[src/rtl/riscv_ctrl_pkg.sv]
// rtl/riscv_ctrl_pkg.sv - shared opcodes, ALU/mux codes and state encoding for the multicycle controller
package riscv_ctrl_pkg;

    localparam logic [6:0] OP_R      = 7'b0110011;
    localparam logic [6:0] OP_I      = 7'b0010011;
    localparam logic [6:0] OP_LOAD   = 7'b0000011;
    localparam logic [6:0] OP_STORE  = 7'b0100011;
    localparam logic [6:0] OP_BRANCH = 7'b1100011;

    localparam logic [1:0] ALU_OP_ADD   = 2'b00;
    localparam logic [1:0] ALU_OP_SUB   = 2'b01;
    localparam logic [1:0] ALU_OP_FUNCT = 2'b10;

    localparam logic [1:0] SRC_A_PC     = 2'b00;
    localparam logic [1:0] SRC_A_OLD_PC = 2'b01;
    localparam logic [1:0] SRC_A_RS1    = 2'b10;

    localparam logic [1:0] SRC_B_RS2    = 2'b00;
    localparam logic [1:0] SRC_B_IMM    = 2'b01;
    localparam logic [1:0] SRC_B_FOUR   = 2'b10;

    localparam logic [1:0] RES_ALU_REG  = 2'b00;
    localparam logic [1:0] RES_MEM_DATA = 2'b01;
    localparam logic [1:0] RES_ALU_OUT  = 2'b10;

    typedef enum logic [3:0] {
        S_IDLE    = 4'd0,
        S_FETCH   = 4'd1,
        S_DECODE  = 4'd2,
        S_MEM_ADR = 4'd3,
        S_MEM_RD  = 4'd4,
        S_MEM_WR  = 4'd5,
        S_MEM_WB  = 4'd6,
        S_EXEC_R  = 4'd7,
        S_EXEC_I  = 4'd8,
        S_ALU_WB  = 4'd9,
        S_BRANCH  = 4'd10
    } state_t;

endpackage

[src/rtl/mc_wait_timer.sv]
// rtl/mc_wait_timer.sv - memory wait-state counter flagging the last permitted wait cycle
module mc_wait_timer #(
    parameter int WAIT_TIMEOUT = 16,
    parameter int TMR_W        = 5
) (
    input  logic clk,
    input  logic rst_n,
    input  logic clr,
    input  logic en,
    output logic expired
);

    localparam logic [TMR_W-1:0] LAST = TMR_W'(WAIT_TIMEOUT - 1);

    logic [TMR_W-1:0] count;

    always_ff @(posedge clk or negedge rst_n) begin
        if (!rst_n) begin
            count <= '0;
        end else if (clr) begin
            count <= '0;
        end else if (en) begin
            count <= count + 1'b1;
        end
    end

    // count holds the waits already seen, so this cycle is wait number WAIT_TIMEOUT
    assign expired = (count == LAST);

endmodule

[src/rtl/multicycle_control_fsm.sv]
// rtl/multicycle_control_fsm.sv - multicycle RISC-V sequencer driving datapath enables and mux selects
module multicycle_control_fsm
    import riscv_ctrl_pkg::*;
#(
    parameter int WAIT_TIMEOUT = 16,
    parameter int TMR_W        = 5
) (
    input  logic       clk,
    input  logic       rst_n,
    input  logic [6:0] opcode,
    input  logic       zero,
    input  logic       mem_ready,
    output logic       mem_read,
    output logic       mem_write,
    output logic       adr_src,
    output logic       ir_write,
    output logic       pc_write,
    output logic       reg_write,
    output logic [1:0] alu_src_a,
    output logic [1:0] alu_src_b,
    output logic [1:0] alu_op,
    output logic [1:0] result_src,
    output logic       illegal_op,
    output logic       bus_error,
    output logic       busy
);

    state_t state, state_next;
    logic   in_mem_wait;
    logic   tmr_expired;
    logic   timeout;

    assign in_mem_wait = (state == S_FETCH) || (state == S_MEM_RD) || (state == S_MEM_WR);
    // mem_ready in the final wait cycle still completes the access
    assign timeout     = in_mem_wait && !mem_ready && tmr_expired;

    mc_wait_timer #(
        .WAIT_TIMEOUT(WAIT_TIMEOUT),
        .TMR_W       (TMR_W)
    ) u_wait_timer (
        .clk    (clk),
        .rst_n  (rst_n),
        .clr    ((state_next != state) || timeout),
        .en     (in_mem_wait && !mem_ready),
        .expired(tmr_expired)
    );

    always_ff @(posedge clk or negedge rst_n) begin
        if (!rst_n) begin
            state <= S_IDLE;
        end else begin
            state <= state_next;
        end
    end

    always_comb begin
        state_next = state;
        mem_read   = 1'b0;
        mem_write  = 1'b0;
        adr_src    = 1'b0;
        ir_write   = 1'b0;
        pc_write   = 1'b0;
        reg_write  = 1'b0;
        alu_src_a  = SRC_A_PC;
        alu_src_b  = SRC_B_RS2;
        alu_op     = ALU_OP_ADD;
        result_src = RES_ALU_REG;
        illegal_op = 1'b0;
        bus_error  = timeout;
        busy       = 1'b1;
        case (state)
            S_FETCH: begin
                mem_read  = 1'b1;
                ir_write  = mem_ready;
                pc_write  = mem_ready;
                alu_src_a = SRC_A_PC;
                alu_src_b = SRC_B_FOUR;
                alu_op    = ALU_OP_ADD;
                if (mem_ready) state_next = S_DECODE;
            end
            S_DECODE: begin
                alu_src_a = SRC_A_OLD_PC;
                alu_src_b = SRC_B_IMM;
                alu_op    = ALU_OP_ADD;
                case (opcode)
                    OP_LOAD, OP_STORE: state_next = S_MEM_ADR;
                    OP_R:              state_next = S_EXEC_R;
                    OP_I:              state_next = S_EXEC_I;
                    OP_BRANCH:         state_next = S_BRANCH;
                    default: begin
                        illegal_op = 1'b1;
                        state_next = S_FETCH;
                    end
                endcase
            end
            S_MEM_ADR: begin
                alu_src_a  = SRC_A_RS1;
                alu_src_b  = SRC_B_IMM;
                state_next = (opcode == OP_LOAD) ? S_MEM_RD : S_MEM_WR;
            end
            S_MEM_RD: begin
                mem_read = 1'b1;
                adr_src  = 1'b1;
                if (mem_ready)    state_next = S_MEM_WB;
                else if (timeout) state_next = S_FETCH;
            end
            S_MEM_WR: begin
                mem_write = 1'b1;
                adr_src   = 1'b1;
                if (mem_ready || timeout) state_next = S_FETCH;
            end
            S_MEM_WB: begin
                reg_write  = 1'b1;
                result_src = RES_MEM_DATA;
                state_next = S_FETCH;
            end
            S_EXEC_R: begin
                alu_src_a  = SRC_A_RS1;
                alu_src_b  = SRC_B_RS2;
                alu_op     = ALU_OP_FUNCT;
                state_next = S_ALU_WB;
            end
            S_EXEC_I: begin
                alu_src_a  = SRC_A_RS1;
                alu_src_b  = SRC_B_IMM;
                alu_op     = ALU_OP_FUNCT;
                state_next = S_ALU_WB;
            end
            S_ALU_WB: begin
                reg_write  = 1'b1;
                result_src = RES_ALU_REG;
                state_next = S_FETCH;
            end
            S_BRANCH: begin
                alu_src_a  = SRC_A_RS1;
                alu_src_b  = SRC_B_RS2;
                alu_op     = ALU_OP_SUB;
                result_src = RES_ALU_REG;
                pc_write   = zero;
                state_next = S_FETCH;
            end
            default: begin
                // IDLE and unused encodings behave identically
                busy       = 1'b0;
                bus_error  = 1'b0;
                state_next = S_FETCH;
            end
        endcase
    end

endmodule

[config.mk]
export PLATFORM = sky130hd
export DESIGN_NAME = multicycle_control_fsm
export DESIGN_NICKNAME = d
export VERILOG_FILES = /design/src/rtl/riscv_ctrl_pkg.sv /design/src/rtl/mc_wait_timer.sv /design/src/rtl/multicycle_control_fsm.sv
export SDC_FILE = /design/constraint.sdc
export NUM_CORES = 1
export LEC_CHECK = 0
export ABC_CLOCK_PERIOD_IN_PS = 5400
export CAP_MARGIN = 20
export CORE_MARGIN = 3
export CORE_UTILIZATION = 49
export DETAILED_ROUTE_END_ITERATION = 12
export HOLD_SLACK_MARGIN = 0.06
export PLACE_DENSITY = 0.86
export SYNTH_ARGS = -nofsm -noshare
export SYNTH_HDL_FRONTEND = slang
export SYNTH_HIERARCHICAL = 1
export SYNTH_SLANG_ARGS = --single-unit
[constraint.sdc]
create_clock -name clk -period 5.4 [get_ports clk]
set_clock_uncertainty 0.05 [all_clocks]
set_input_delay 1.08 -clock clk [delete_from_list [all_inputs] [get_ports clk]]
set_output_delay 1.08 -clock clk [all_outputs]
set_load 0.01 [all_outputs]
==> results of run 1 <==
## state kept, by name (all words and copies together), names as in the netlist
name / count
state: 4
u_wait_timer/count: 5
## kinds of logic after synthesis
family,after synthesis,share of synthesized area
other,1,0.00428
muxes,4,0.0543
DFF,9,0.257
and+or+nand+nor,48,0.324
buffers and inverters,9,0.0543
AOI/OAI and AO/OA,26,0.246
adders and majority gates,3,0.0400
xor gates and xnor gates,2,0.0200
## cell type report
| type | instances | area (um2) |
|---|---|---|
| Tap cell | 24 | 30.0 |
| Multi-Input combinational cell | 84 | 603 |
| Clock buffer | 4 | 26.3 |
| Sequential cell | 9 | 225 |
| Inverter | 3 | 11.3 |
| Timing Repair Buffer | 27 | 268 |
| Fill cell | 131 | 430 |
## synthesized netlist by cell type (2+ instances only)
cell,count,area (um2)
nand2_1,4,15.0
nand2b_1,11,68.8
ha_1,2,25.0
a21oi_1,5,25.0
buf_2,2,10.0
dfrtp_1,9,225
o22ai_1,4,25.0
inv_1,3,11.3
o21a_1,2,15.0
a21o_1,2,15.0
nand3_1,2,10.0
nor2_1,14,52.6
a211oi_1,2,15.0
and3_1,2,12.5
clkbuf_1,2,7.51
o21ai_0,2,10.0
nor3_1,3,15.0
xnor2_1,2,17.5
## metal layers
metal / vias to the layer above / GRT usage / part of all wire
met5: - / 0 / 0
met4: 0 / 0.0699 / 0.013
met1: 402 / 0.247 / 0.45
met3: 2 / 0.0443 / 0.037
li1: 421 / - / -
met2: 21 / 0.349 / 0.50
## where the power goes
part           switching [mW]  leakage (nW)  internal, mW
Sequential             0.0572         0.121        0.0849
Combinational           0.159         0.341         0.195
Clock                  0.0239        0.0150        0.0285
## worst max-delay path by stage
stage | startpoint | to | slack (ns)
6_report | mem_ready | bus_error | 1.51
3_3_place_gp | mem_ready | bus_error | 1.55
2_1_floorplan | opcode[2] | u_wait_timer/count[3]$_DFFE_PN0P_ | 2.34
5_1_grt | mem_ready | bus_error | 1.39
4_1_cts | mem_ready | bus_error | 1.49
3_5_place_dp | mem_ready | bus_error | 1.51
## tightest hold or removal path: stages (launching register included)
cell and delay, ns:
dfrtp_1 0.38, mux2i_1 0.08, nor2_1 0.08
## stage by stage
step,instances,hold slack (ns)
global placement,147,0.504
floorplan,102,0.483
detailed placement,147,0.517
finish,151,0.529
CTS,151,0.532
global route,151,0.572
==> flow_results.org, run 1 <==
** Global route
- Antenna violations before repair :: 0
- Global routing finished with a remaining overflow of 0.
- Overall global routing resource usage :: 0.203
- First-pass GRT wire length :: roughly 3.4 mm
- Vias in the first global route :: approximately 800
- Entering global routing, the biggest net connects 17 pins.

** Worst setup path
- Cell repeated most along the worst path :: clkdlybuf4s50_1
- In this run the critical register-to-register path is captured at u_wait_timer/count[3]$_DFFE_PN0P_.
- Of all nets on the critical path, the largest fanout is 8.
- Crit end category :: output pin
- The worst register-to-register path has a depth of 10.
- The signal on the critical path passes through clkdlybuf4s50_1 -> nor4_1 -> buf_4 -> and2_1 -> clkdlybuf4s50_1.
- For the worst setup path, the data required time is roughly 4.3 ns.
- Worst path bufs/invs :: 3
- Largest stage delay on the critical path :: between 0.5 and 0.6 ns
- Stages on the worst setup path :: 5
- Critical-path cell with the highest stage delay :: clkdlybuf4s50_1
- Crit path max-delay family :: buffers and inverters
- Reg-to-reg setup timing slack :: 2.58 ns
- Crit path launch type :: input pin
- Worst Path Class, Setup :: in2out
- The startpoint identified for the worst register-to-register timing path is u_wait_timer/count[0]$_DFFE_PN0P_.
- For the worst setup path, the data arrival time is roughly 2.8 ns.

** Clocking
- Deepest level of the CTS H-tree :: 1
- The number of setup buffers added after CTS is 0.
- Insertion delay of the later-clocked pin in the worst-skew pair :: around 0.26 ns
- Cts-stage hold buffer count :: 0
- Number of sinks on the clock net :: 9
- Clk root buf :: clkbuf_4
- The number of gates resized after CTS was 0.
- In this run, CTS created clock tree buffers numbering 3.
- Clock slew seen by the registers of the worst setup and hold paths :: around 0.060 ns
- Clock buffer depth :: 2
- TritonCTS built the clock tree.

** Drt
- 1st-iter DRT viols :: 10
- DR vias/cell :: between 5 and 6
- Post-detailed-routing wire length :: around 2.1 mm
- Number of DRC violations after detailed routing :: 0
- Final ANT Viol Nets :: 0
- 1st-pass router iterations :: 4
- Dividing the detail-routed wire length by the instance count gives approximately 14 um.
- The routed layout has between 800 and 900 vias.

** Power
- Overall power consumption after layout is estimated at around 550 uW.
- In this run the power density over the cells is between 400 and 500 mW/mm2.
- Summed over all cells, the static leakage comes to between 0.4 and 0.5 nW.
- VDD sags by at most between 0.0003 and 0.0004 V.

** Hold path
- Counting instances, the worst hold path has a depth of 2.
- The startpoint identified for the worst hold timing path is u_wait_timer/count[1]$_DFFE_PN0P_.
- Hold-critical path endpoint :: u_wait_timer/count[1]$_DFFE_PN0P_
- The path class of the tightest hold or removal check is reg2reg.

** Placement
- Gp weighted congestion :: approximately 0.75
- Summing all placed instances gives a cell area of approximately 0.0011 mm2.
- Post-DP HPWL :: between 1.5 and 2 mm
- Before CTS, the worst setup slack after placement is around 1.5 ns.
- Port-buffer cells :: 26

** Timing
- Headroom to the max-slew limit came out at 0.638.
- RSZ-0062 raised after global routing :: false
- For the pin with the worst max-slew slack, the measured transition is about 0.54 ns.
- Final setup margin :: ~1.5 ns
- Dividing the final minimum period by the clock period gives 0.721.
- Count of pins over their slew limit :: 0
- Summed over all failing endpoints, the final setup total negative slack is 0 ns.
- Setup violations remaining at the end of the flow were counted as 0.
- The final-report hold violation count came to 0.
- Based on the critical path, the design can be clocked at up to about 0.26 GHz.
- The worst path needs 3.89 ns of the cycle, external delays included.

** Synth
- When the netlist entered floorplanning its net count stood at approximately 120.
- FFs w/ async S/R, synth :: 1.00
- Register bit count reported by yosys :: 9
- Yosys Warn Count :: 6
- Summing every instance area after synthesis gives 876 um2.
- Counting flops with a built-in enable in the synthesized netlist gives 0.
- For this run, the leading register cell type out of synthesis is dfrtp_1.
- Mapped Avg Cell Area :: 8.59 um2
- The cell count after synthesis came out at between 100 and 150.
- The share of the Yosys chip area taken by registers is 0.257.
- Unique masters post-synth :: 47

** Layout
- The library cells used most frequently in the layout, excluding fill and tap cells, are 26 x clkdlybuf4s50_1, 14 x nor2_1, 11 x nand2b_1.
- Synthesis-to-finish area growth :: 32.9%
- In the final design database the tool counted around 140 nets.
- Leaving out fill and tap cells, the most frequent cell in the layout is clkdlybuf4s50_1.
- After routing the design area is 0.00116 mm2.
- In the final layout, the share of cells above drive strength 1 is 0.102.
- Final core area utilization :: 0.730
- 0 antenna diodes ended up in the layout.

** Job
- Across the run, the number of max-cap violations was 0.

** Floorplanning
- Initial cell density of the core :: 0.549
- Number of placement rows :: 14
- The floorplan step set the die width to roughly 48 um.
- I/O pin cnt :: 28
- The region available for standard cell placement spans between 0.0015 and 0.002 mm2.
- Area enclosed by the die boundary :: about 0.0023 mm2
- Die Y-Extent :: ~48 um

** Outcome
- Result of the run :: finished clean
(Power assumes the default switching activity.)
==> run 2, diff against run 1 <==
- ABC_CLOCK_PERIOD_IN_PS: 5400 -> 3700
- CORE_UTILIZATION: 49 -> 45
- PLACE_DENSITY: 0.86 -> 0.8
- clock period: 5.4 -> 3.7 ns (I/O delays scaled with it)
==> flow_results.org, run 2 (synthesis results as in run 1) <==
** Outcome
- Result of the run :: finished clean

** Clocking
- In this run, CTS created clock tree buffers numbering 3.
- Post-CTS setup buffer count :: 0
- Number of sinks on the clock net :: 9
- The later pin in the worst-skew pair is clocked with a latency of approximately 0.26 ns.
- Deepest level of the CTS H-tree :: 1
- Clk root buf :: clkbuf_4
- TritonCTS built the clock tree.
- Clock-pin slew was measured on the worst setup and hold paths at roughly 0.060 ns.
- No sink is reached through more buffers than the 2 on the longest clock path.
- After clock tree synthesis, the flow added hold-fix buffers numbering 0.
- Once the clock tree was built, the resizer swapped 0 gates to a different size.

** Drt
- Final ANT Viol Nets :: 0
- Wire segments on met2 add up to between 1 and 1.5 mm in the final route.
- 1st-pass router iterations :: 4
- The final layout contains routed wiring with a total length of ~2.1 mm.
- Using the TritonRoute via totals, the vias-per-cell ratio works out to approximately 5.5.
- After detailed routing, the number of remaining DRC violations is 0.
- The detailed router put a total of roughly 1.0 mm of wire on met1.
- Dividing the detail-routed wire length by the instance count gives around 14 um.
- Routed signal wires occupy layers up through met3.
- Via total after detailed routing :: 830
- Met3 wire len :: roughly 84 um
- 1st-iter DRT viols :: 13

** Power
- The internal portion of the total power is 451 uW.
- For this design the total switching power over the nets is between 300 and 400 uW.
- Clock share of power :: 0.093
- IR analysis of the VDD net gives a maximum drop of between 0.0004 and 0.0005 V.
- The share of total power dissipated in sequential elements is 0.256.
- Leakage power :: roughly 0.48 nW
- Of the total power, the share spent switching nets is 0.437.
- The share of total power dissipated in combinational logic is 0.651.
- For this design the ratio of total power to cell area is slightly below 700 mW/mm2.

** Floorplanning
- Pin placement for this block handled 28 I/O pins.
- Number of placement rows :: 15
- The floorplan step defined a die boundary enclosing 0.00251 mm2.
- Width of the die :: between 50 and 60 um
- In this run the vertical extent of the chip is around 50 um.
- Core ar. :: approximately 0.0018 mm2
- The initial utilization of the core area, before any placement, comes to 0.491.

** Worst setup path
- Critical-path cell with the highest stage delay :: clkdlybuf4s50_1
- Capturing point of the worst reg2reg path :: u_wait_timer/count[3]$_DFFE_PN0P_
- STA classifies the critical path endpoint as an output pin.
- Together, buffers and inverters on the worst path number 2.
- Worst Path Class, Setup :: in2out
- Reg-to-reg setup timing slack :: 0.93 ns
- The startpoint identified for the worst register-to-register timing path is u_wait_timer/count[0]$_DFFE_PN0P_.
- Reg2Reg Depth :: 10
- In this run the worst setup path begins at mem_ready.
- Walking the worst path, the cells encountered are clkdlybuf4s50_1 -> nor4_1 -> and2_1 -> clkdlybuf4s50_1.
- Endpoint of the worst setup timing path :: bus_error
- For the worst setup path, the data required time is roughly 2.9 ns.
- Stages on the worst setup path :: 4
- Maximum fanout encountered on the critical timing path :: 7
- Crit path max-delay family :: buffers and inverters
- Crit path launch type :: input pin
- Largest stage delay on the critical path :: between 0.5 and 0.6 ns
- Among the stages of the critical path, the cell type that occurs most often is clkdlybuf4s50_1.
- At the worst endpoint, the arrival time is roughly 2.3 ns.

** Layout
- Registers with the most flip-flops :: u_wait_timer/count (5), state (4)
- Total inserted antenna cells :: 0
- Layout cell share with drive strength beyond 1 :: 0.102
- Register ranked first by flip-flop count :: u_wait_timer/count
- Flip-flop count of the largest register, all copies and words added :: 5
- Filler instances :: 157
- For this run, the share of the core covered by cells in the final layout is 0.653.
- Final net count :: 141
- Synthesis-to-finish area growth :: 33.0%
- Most used cells in the layout excluding fill and tap cells :: 26 x clkdlybuf4s50_1, 14 x nor2_1, 11 x nand2b_1
- Across the whole layout, storage elements account for between 200 and 250 um2.
- Most common library cell in the layout ignoring fill and taps :: clkdlybuf4s50_1
- The multi-input combinational cells in the finished layout cover a total of just over 600 um2.

** Global route
- For this run, the total global-route usage over all layers was measured as 0.181.
- Summed over all layers, the global routing overflow is 0.
- Vias in the first global route :: approximately 800
- Maximum number of pins on one net before global-route repair :: 17
- First-pass GRT wire length :: approximately 3.5 mm
- Antenna violations before repair :: 0

** Placement
- At the end of routability-driven placement, the weighted congestion stood at between 0.8 and 0.9.
- Port-buffer cells :: 26
- The HPWL after detailed placement is 1.63 mm.

** Hold path
- Type of the most critical hold path :: reg2reg
- Cell count of the worst hold path :: 2

** Job
- Across the run, the number of max-cap violations was 0.

** Timing
- Total Neg Setup Slack :: 0 ns
- RSZ-0062 raised after global routing :: false
- Hold Violations, Final :: 0
- Dividing the final minimum period by the clock period gives 0.834.
- Maximum clock rate :: around 0.32 GHz
- The max-slew violation total from the final report came to 0.
- The worst pin sits at a relative slew slack of 0.639.
- Subtracting the final worst setup slack from the clock period gives ~3 ns.
- Setup violations remaining at the end of the flow were counted as 0.
- At the pin with the least slew margin, the transition time is about 0.54 ns.
-- run 2: power groups by stage --
stage | clock network (mW) | logic (mW) | registers, mW
floorplan | 0 | 0.374 | 0.158
global placement | 0 | 0.511 | 0.204
detailed placement | 0 | 0.522 | 0.206
CTS | 0.0788 | 0.524 | 0.204
global route | 0.0851 | 0.567 | 0.213
finish | 0.0742 | 0.521 | 0.205
-- run 2: worst min-delay path, stage by stage, from the launching register on --
cell      delay, ns
dfrtp_1        0.38
nor2_1         0.10
a211oi_1       0.06
-- run 2: cell type report --
class	count	area share
clock buffer	4	0.0226
tap	25	0.0269
timing repair buffer	27	0.230
inverter	3	0.00967
multi-input combinational	84	0.518
sequential	9	0.193
-- run 2: stage by stage --
stage	total power [mW]	hold WS [ns]	area, um2	std cells	setup slack (ns)
2_1_floorplan	0.532	0.394	876	102	0.980
3_3_place_gp	0.715	0.508	1140	148	0.473
3_5_place_dp	0.728	0.517	1140	148	0.398
4_1_cts	0.806	0.525	1160	152	0.604
5_1_grt	0.866	0.566	1160	152	0.491
6_report	0.800	0.530	1160	152	0.616
-- run 2: how the worst min path moves through the flow --
stage	startpoint	to	slack [ns]
floorplan	rst_n	state[0]$_DFF_PN0_	0.39
global placement	u_wait_timer/count[4]$_DFFE_PN0P_	u_wait_timer/count[4]$_DFFE_PN0P_	0.51
detailed placement	u_wait_timer/count[4]$_DFFE_PN0P_	u_wait_timer/count[4]$_DFFE_PN0P_	0.52
CTS	u_wait_timer/count[4]$_DFFE_PN0P_	u_wait_timer/count[4]$_DFFE_PN0P_	0.53
global route	u_wait_timer/count[4]$_DFFE_PN0P_	u_wait_timer/count[4]$_DFFE_PN0P_	0.57
finish	u_wait_timer/count[4]$_DFFE_PN0P_	u_wait_timer/count[4]$_DFFE_PN0P_	0.53
-- run 2: routing by layer --
metal	vias up	GRT usage
li1	417	-
met1	395	0.241
met2	18	0.287
met3	0	0.0574
met4	0	0.0276
met5	-	0
==> run 3, diff against run 2 <==
- ABC_CLOCK_PERIOD_IN_PS: 3700 -> 2600
- CORE_UTILIZATION: 45 -> 41
- PLACE_DENSITY: 0.8 -> 0.77
- clock period: 3.7 -> 2.6 ns (I/O delays scaled with it)
==> flow_results.org, run 3 (synthesis results as in run 1) <==
** Outcome
- Result of the run :: finished clean

** Job
- Max-capacitance violation count :: 0

** Power
- The analysis attributes to net switching a power of approximately 560 uW.
- PwrDens :: between 1000 and 1500 mW/mm2
- Sequential Power Share :: 0.211
- VDD sags by at most ~0.0007 V.
- Of the total power, the share spent switching nets is 0.421.
- Of the total power, the clock network draws 0.078.
- The share of total power dissipated in combinational logic is 0.710.
- The internal power of the cells totals about 770 uW.
- In this run the static leakage power is around 0.6 nW.

** Clocking
- For this design, the sink count on the clock tree is 9.
- Clock latency on the worst-skew pair, taken at its later pin, is 0.25 ns.
- In this run, post-CTS hold repair placed 0 buffers.
- Deepest level of the CTS H-tree :: 1
- Clock slew seen by the registers of the worst setup and hold paths :: approximately 0.06 ns
- The tree is rooted in a clkbuf_4.
- TritonCTS built the clock tree.
- TritonCTS Buffers :: 3
- Clock buffer depth :: 2

** Drt
- Before antenna repair, the detailed router went through 4 iterations.
- Number of DRC violations after detailed routing :: 0
- Summing over every cut layer, the via total after detailed routing is 908.
- For this block, the initial DRC count from the detailed router was 28.
- After detailed routing, the average wire length per cell comes to around 14 um.
- Once detail routing completed, the nets flagged for antenna violations numbered 0.
- Post-detailed-routing wire length :: approximately 2.4 mm
- DR vias/cell :: around 5.3

** Timing
- Final setup margin :: 0.0759 ns
- Final Cycle Share :: 0.971
- Based on the critical path, the design can be clocked at up to just under 0.4 GHz.
- Total setup violations reported at the end of the flow :: 0
- The final-report hold violation count came to 0.
- Total Neg Setup Slack :: 0 ns
- For the finished layout, the period the worst path requires is about 2.5 ns.
- Count of pins over their slew limit :: 0

** Floorplanning
- The die covers roughly 0.0027 mm2.
- Die Y-Extent :: 52.2 um
- Number of placement rows :: 16
- In this run the count of I/O pins placed on the die edge is 28.
- The floorplan step set the die width to 52.2 um.
- The initial utilization of the core area, before any placement, comes to 0.438.
- Core ar. :: between 0.002 and 0.0025 mm2

** Worst setup path
- The cell family contributing the most delay on the critical path is compound AO/OA/AOI/OAI gates.
- The worst setup path is of the in2reg kind.
- Worst path bufs/invs :: 1
- Maximum fanout encountered on the critical timing path :: 3
- STA classifies the critical path startpoint as an input pin.
- Walking the worst path, the cells encountered are dlygate4sd2_1 -> and4bb_2 -> a31o_1 -> a2111oi_4 -> mux2_4 -> nand4b_1 -> and2b_1 -> mux2_4.
- Among all stages on the critical path, the largest delay is contributed by a2111oi_4.
- For this run, the slowest stage of the critical path takes about 0.40 ns.
- Crit end category :: register
- WP data arrival :: around 2.6 ns
- At the worst endpoint, the required time is roughly 2.7 ns.
- The most numerous cell type found on the critical path is mux2_4.

** Placement
- Post-DP HPWL :: about 1.7 mm
- Gp weighted congestion :: between 0.7 and 0.8
- Worst setup slack before clock tree synthesis :: -0.386 ns
- Port-buffer cells :: 26

** Global route
- The initial antenna violation count is 0.
- Global route total overflow :: 0
- Maximum number of pins on one net before global-route repair :: 17
- Overall global routing resource usage :: 0.188
- First-pass GRT wire length :: between 3 and 4 mm
- Vias in the first global route :: a little over 800

** Layout
- Final core area utilization :: 0.661
- Relative to the synthesized area, the layout overhead comes to 51.1%.
- The multi-input combinational cells in the finished layout cover a total of between 600 and 700 um2.
- The library cells used most frequently in the layout, excluding fill and tap cells, are 18 x buf_4, 17 x clkdlybuf4s50_1, 14 x nor2_1.
- Register area :: ~230 um2
- Filler instances :: ~170
- Total inserted antenna cells :: 0
- Layout cell share with drive strength beyond 1 :: 0.285
- Counting flops per register, the top entry is u_wait_timer/count.
- Final net count :: ~160
- Registers with the most flip-flops :: u_wait_timer/count (5), state (4)
- The library cell used most frequently in the layout, excluding fill and tap cells, is buf_4.
- Flip-flop count of the largest register, all copies and words added :: 5

** Hold path
- Type of the most critical hold path :: in2async
## run 3: cell types whose count changed in the layout (fill, tap and decap cells not counted), sizes merged
cell           change
dlygate4sd2        +7
dlymetal6s2s       +2
buf               +17
clkdlybuf4s50      -9
## run 3: worst register-to-register path: cells and delay by family (launching register included)
family	cells	cell delay [ns]
compound gates	2	0.34
flops	1	0.39
simple gates	4	0.63
fa+ha+maj	2	0.37
mux	2	0.58
## run 3: area by class of cell
class                   count  share of cell area
clock buffers               4              0.0198
repair buffers             44               0.296
flip-flops and latches      9               0.173
inverters                   3             0.00851
multi-input cells          84               0.477
well taps                  27              0.0255
## run 3: worst paths after layout
check / from / endpoint / slack (ns) / depth (start not counted)
min in group clk: u_wait_timer/count[2]$_DFFE_PN0P_ / u_wait_timer/count[2]$_DFFE_PN0P_ / 0.55 / 2
max in group asynchronous: rst_n / state[1]$_DFF_PN0_ / 1.67 / 1
min: rst_n / u_wait_timer/count[1]$_DFFE_PN0P_ / 0.51 / 1
max reg2reg: u_wait_timer/count[0]$_DFFE_PN0P_ / u_wait_timer/count[3]$_DFFE_PN0P_ / 0.12 / 10
min reg2reg: u_wait_timer/count[2]$_DFFE_PN0P_ / u_wait_timer/count[2]$_DFFE_PN0P_ / 0.55 / 2
max: opcode[1] / u_wait_timer/count[3]$_DFFE_PN0P_ / 0.08 / 8
## run 3: per-stage QoR
| step | instance area (um2) | cells | power, mW | hold WS (ns) |
|---|---|---|---|---|
| after floorplan | 876 | 102 | 0.757 | 0.174 |
| after global placement | 1250 | 164 | 1.11 | 0.497 |
| after detailed placement | 1250 | 164 | 1.13 | 0.513 |
| after CTS | 1290 | 170 | 1.29 | 0.521 |
| after global routing | 1320 | 171 | 1.44 | 0.522 |
| final | 1320 | 171 | 1.33 | 0.513 |
## run 3: repair_timing
item | in CTS | in global routing
buffers inserted | 2 | 1
gates resized for setup | 11 | 9
endpoints found under the setup margin | 5 | 9
pin swaps | 3 | 2
## run 3: power groups by stage
stage | logic [mW] | registers, mW | clock network (mW)
floorplan | 0.533 | 0.224 | 0
global placement | 0.839 | 0.269 | 0
detailed placement | 0.859 | 0.272 | 0
CTS | 0.903 | 0.276 | 0.108
global route | 1.03 | 0.289 | 0.115
finish | 0.947 | 0.282 | 0.105
## run 3: routing by layer
layer / GRT usage / part of all wire / wire [um] / vias up
li1: - / - / - / 452
met4: 0.0255 / 0 / 0 / 0
met3: 0.0114 / 0.049 / 116 / 0
met1: 0.278 / 0.47 / 1130 / 421
met2: 0.308 / 0.48 / 1140 / 35
met5: 0 / 0 / 0 / -
==> edit (config.mk and constraints of run 1) <==
`TMR_W` is set to 5 in 2 places; all go to 6.
--- a/src/rtl/mc_wait_timer.sv
+++ b/src/rtl/mc_wait_timer.sv
@@ -1,7 +1,7 @@
 // rtl/mc_wait_timer.sv - memory wait-state counter flagging the last permitted wait cycle
 module mc_wait_timer #(
     parameter int WAIT_TIMEOUT = 16,
-    parameter int TMR_W        = 5
+    parameter int TMR_W        = 6
 ) (
     input  logic clk,
     input  logic rst_n,
--- a/src/rtl/multicycle_control_fsm.sv
+++ b/src/rtl/multicycle_control_fsm.sv
@@ -3,7 +3,7 @@
     import riscv_ctrl_pkg::*;
 #(
     parameter int WAIT_TIMEOUT = 16,
-    parameter int TMR_W        = 5
+    parameter int TMR_W        = 6
 ) (
     input  logic       clk,
     input  logic       rst_n,
Behaviour: no difference found for any inputs over 10 cycles, from zero or initial values and one cycle with rst_n low; that may be too few to reach the edited logic, so the function may still have changed.
==> edit against run 1 <==
- final cell count up 2.0%
- global-route usage down 0.44 points
- routed wire length grew 0.65%
- final area rose by 1.4%
- first-iteration DRC count did not move
- worst setup slack better by 42 ps
- fmax up 1.1%
- hold slack lost 13 ps
- clock power fell by 11%
- synthesized cell count increased by 2.9%
- sequential cell count is 1 higher
- critical path depth is the same
- area after synthesis rose by 1.0%
- power fell by 2.4%
- critical path type unchanged
- highest routed layer unchanged
==> edit: results (changes against run 1) <==
[placed_design]
port_buffers = 26  ; unchanged
dp_hpwl_um = 1720  ; +3.8%
gp_congestion = 0.796  ; +6.2%
place_inst = 151  ; +2.7%

[logic_synthesis]
synth_area_leaders = dfrtp_1 (28%), nand2b_1 (7.8%), nor2_1 (6.4%)
yosysWarnings = 6  ; unchanged
async_flop_share_pct = 100  ; unchanged
ys_types = 45  ; -4.3%
synthTopCellsByCount = nor2_1 (15), nand2b_1 (11), dfrtp_1 (10)
synth-main-ff-cell = dfrtp_1
avgSynthCellArea_um2 = 8.42  ; -1.9%
synth_fp_nets = 117  ; +1.7%
seq_area_frac_synth_pct = 28.3  ; +2.6 points

[critical_path]
cp.arrival_ps = 2720  ; -40 ps
crit_path_top_delay_cell = clkdlybuf4s50_1
reg2reg_depth = 9  ; -1
crit_family = buffers and inverters
path_max_fanout = 7  ; -1
max_stage_delay_ps = 530  ; about the same

[power_and_ir_drop]
vdd_drop_max_mv = 0.317  ; +1.1%
p_leak_nw = 0.467  ; -1.9%

[cts]
clock_path_buffers = 2  ; unchanged
cts_made_buffers = 3  ; unchanged
ctsResizeCount = 0  ; unchanged
cts_root_buf = clkbuf_4
clk_pin_slew_ps = 60  ; about the same
insertion_delay_ps = 260  ; about the same
cts_max_level = 1  ; unchanged
cts_setup_buffers = 0  ; unchanged

[layout]
fin_nets = 144  ; +2.1%
num-fill-cells = 124  ; -5.3%
drive_above_1_share_pct = 8.46  ; -1.8 points
diodes = 0  ; unchanged
reg.largest.list = u_wait_timer/count x6, state x4

[global_route]
grt_pass1_wl_um = 3710  ; +10%
antenna_found_initial = 0  ; unchanged
grt_max_degree = 17  ; unchanged
grtUsageTotal_pct = 19.8  ; -0.44 points
grt_pass1_vias = 793  ; -0.38%

[drt]
ant_nets = 0  ; unchanged
drtPass1Iterations = 4  ; unchanged
vias_per_cell = 5.64  ; +0.72%
vias = 869  ; +2.7%
post_drt_wl_per_cell_um = 14.0  ; -1.3%
drtIter0Drc = 10  ; unchanged

[run_status]
status = finished clean

[timing]
slew-limit-headroom_pct = 62.6  ; -1.2 points

[hold_path]
hold_class = reg -> reg
worstHoldPathCells = 2  ; unchanged

==> edit: layer usage <==
layer | track usage (%) | up-vias | share of wire, %
met5 | 0 | - | 0
met4 | 4.27 | 0 | 0.46
met3 | 6.44 | 2 | 3.9
met2 | 33.9 | 14 | 51
met1 | 24.4 | 425 | 45
li1 | - | 428 | -
==> edit: worst paths after layout <==
path / start / slack, ps / to
max in group asynchronous: rst_n / 3910 / state[2]$_DFF_PN0_
max reg2reg: u_wait_timer/count[0]$_DFFE_PN0P_ / 3150 / u_wait_timer/count[2]$_DFFE_PN0P_
min reg2reg: u_wait_timer/count[5]$_DFFE_PN0P_ / 520 / u_wait_timer/count[5]$_DFFE_PN0P_
min in group asynchronous: rst_n / 1080 / u_wait_timer/count[4]$_DFFE_PN0P_
min: u_wait_timer/count[5]$_DFFE_PN0P_ / 520 / u_wait_timer/count[5]$_DFFE_PN0P_
max: mem_ready / 1550 / bus_error
==> edit: area by class of cell <==
type | instances | area, µm² | share of cell area [%]
Multi-Input combinational cell | 88 | 602 | 51.0
Tap cell | 24 | 30.0 | 2.55
Timing Repair Buffer | 27 | 268 | 22.7
Inverter | 2 | 7.51 | 0.636
Clock buffer | 3 | 22.5 | 1.91
Sequential cell | 10 | 250 | 21.2
==> edit: worst register-to-register path: stages (launching register included) <==
cell	delay, ps
dfrtp_1	400
ha_1	220
nand3_1	80
nor3_1	230
nand2b_1	140
a21boi_1	250
a2111oi_4	80
mux2_1	340
nand4b_1	240
nor2_1	90
==> edit: stage by stage <==
| stage | cell area (µm²) | hold slack (ps) | setup WS [ps] |
|---|---|---|---|
| finish | 1180 | 517 | 1550 |
| global route | 1180 | 554 | 1400 |
| CTS | 1180 | 518 | 1550 |
| detailed placement | 1160 | 493 | 1550 |
| global placement | 1160 | 493 | 1570 |
| floorplan | 885 | 474 | 2220 |
==> edit: power breakdown <==
part / internal, mW / switching [mW] / leakage [nW]
clock: 0.0255 / 0.0209 / 0.0138
combinational: 0.188 / 0.155 / 0.319
sequential: 0.0899 / 0.0557 / 0.135
==> edit: logic make-up (layout without fill, tap and decap cells) <==
group,Yosys count,in the layout,share of synthesized area [%]
AO/OA/AOI/OAI,25,25,22.9
XOR/XNOR,5,5,4.95
other,1,1,0.424
buffers and inverters,7,32,3.68
adder cells (fa/ha/maj),2,2,2.55
flip-flops,10,10,28.3
AND/OR/NAND/NOR,52,52,33.5
multiplexers,3,3,3.68
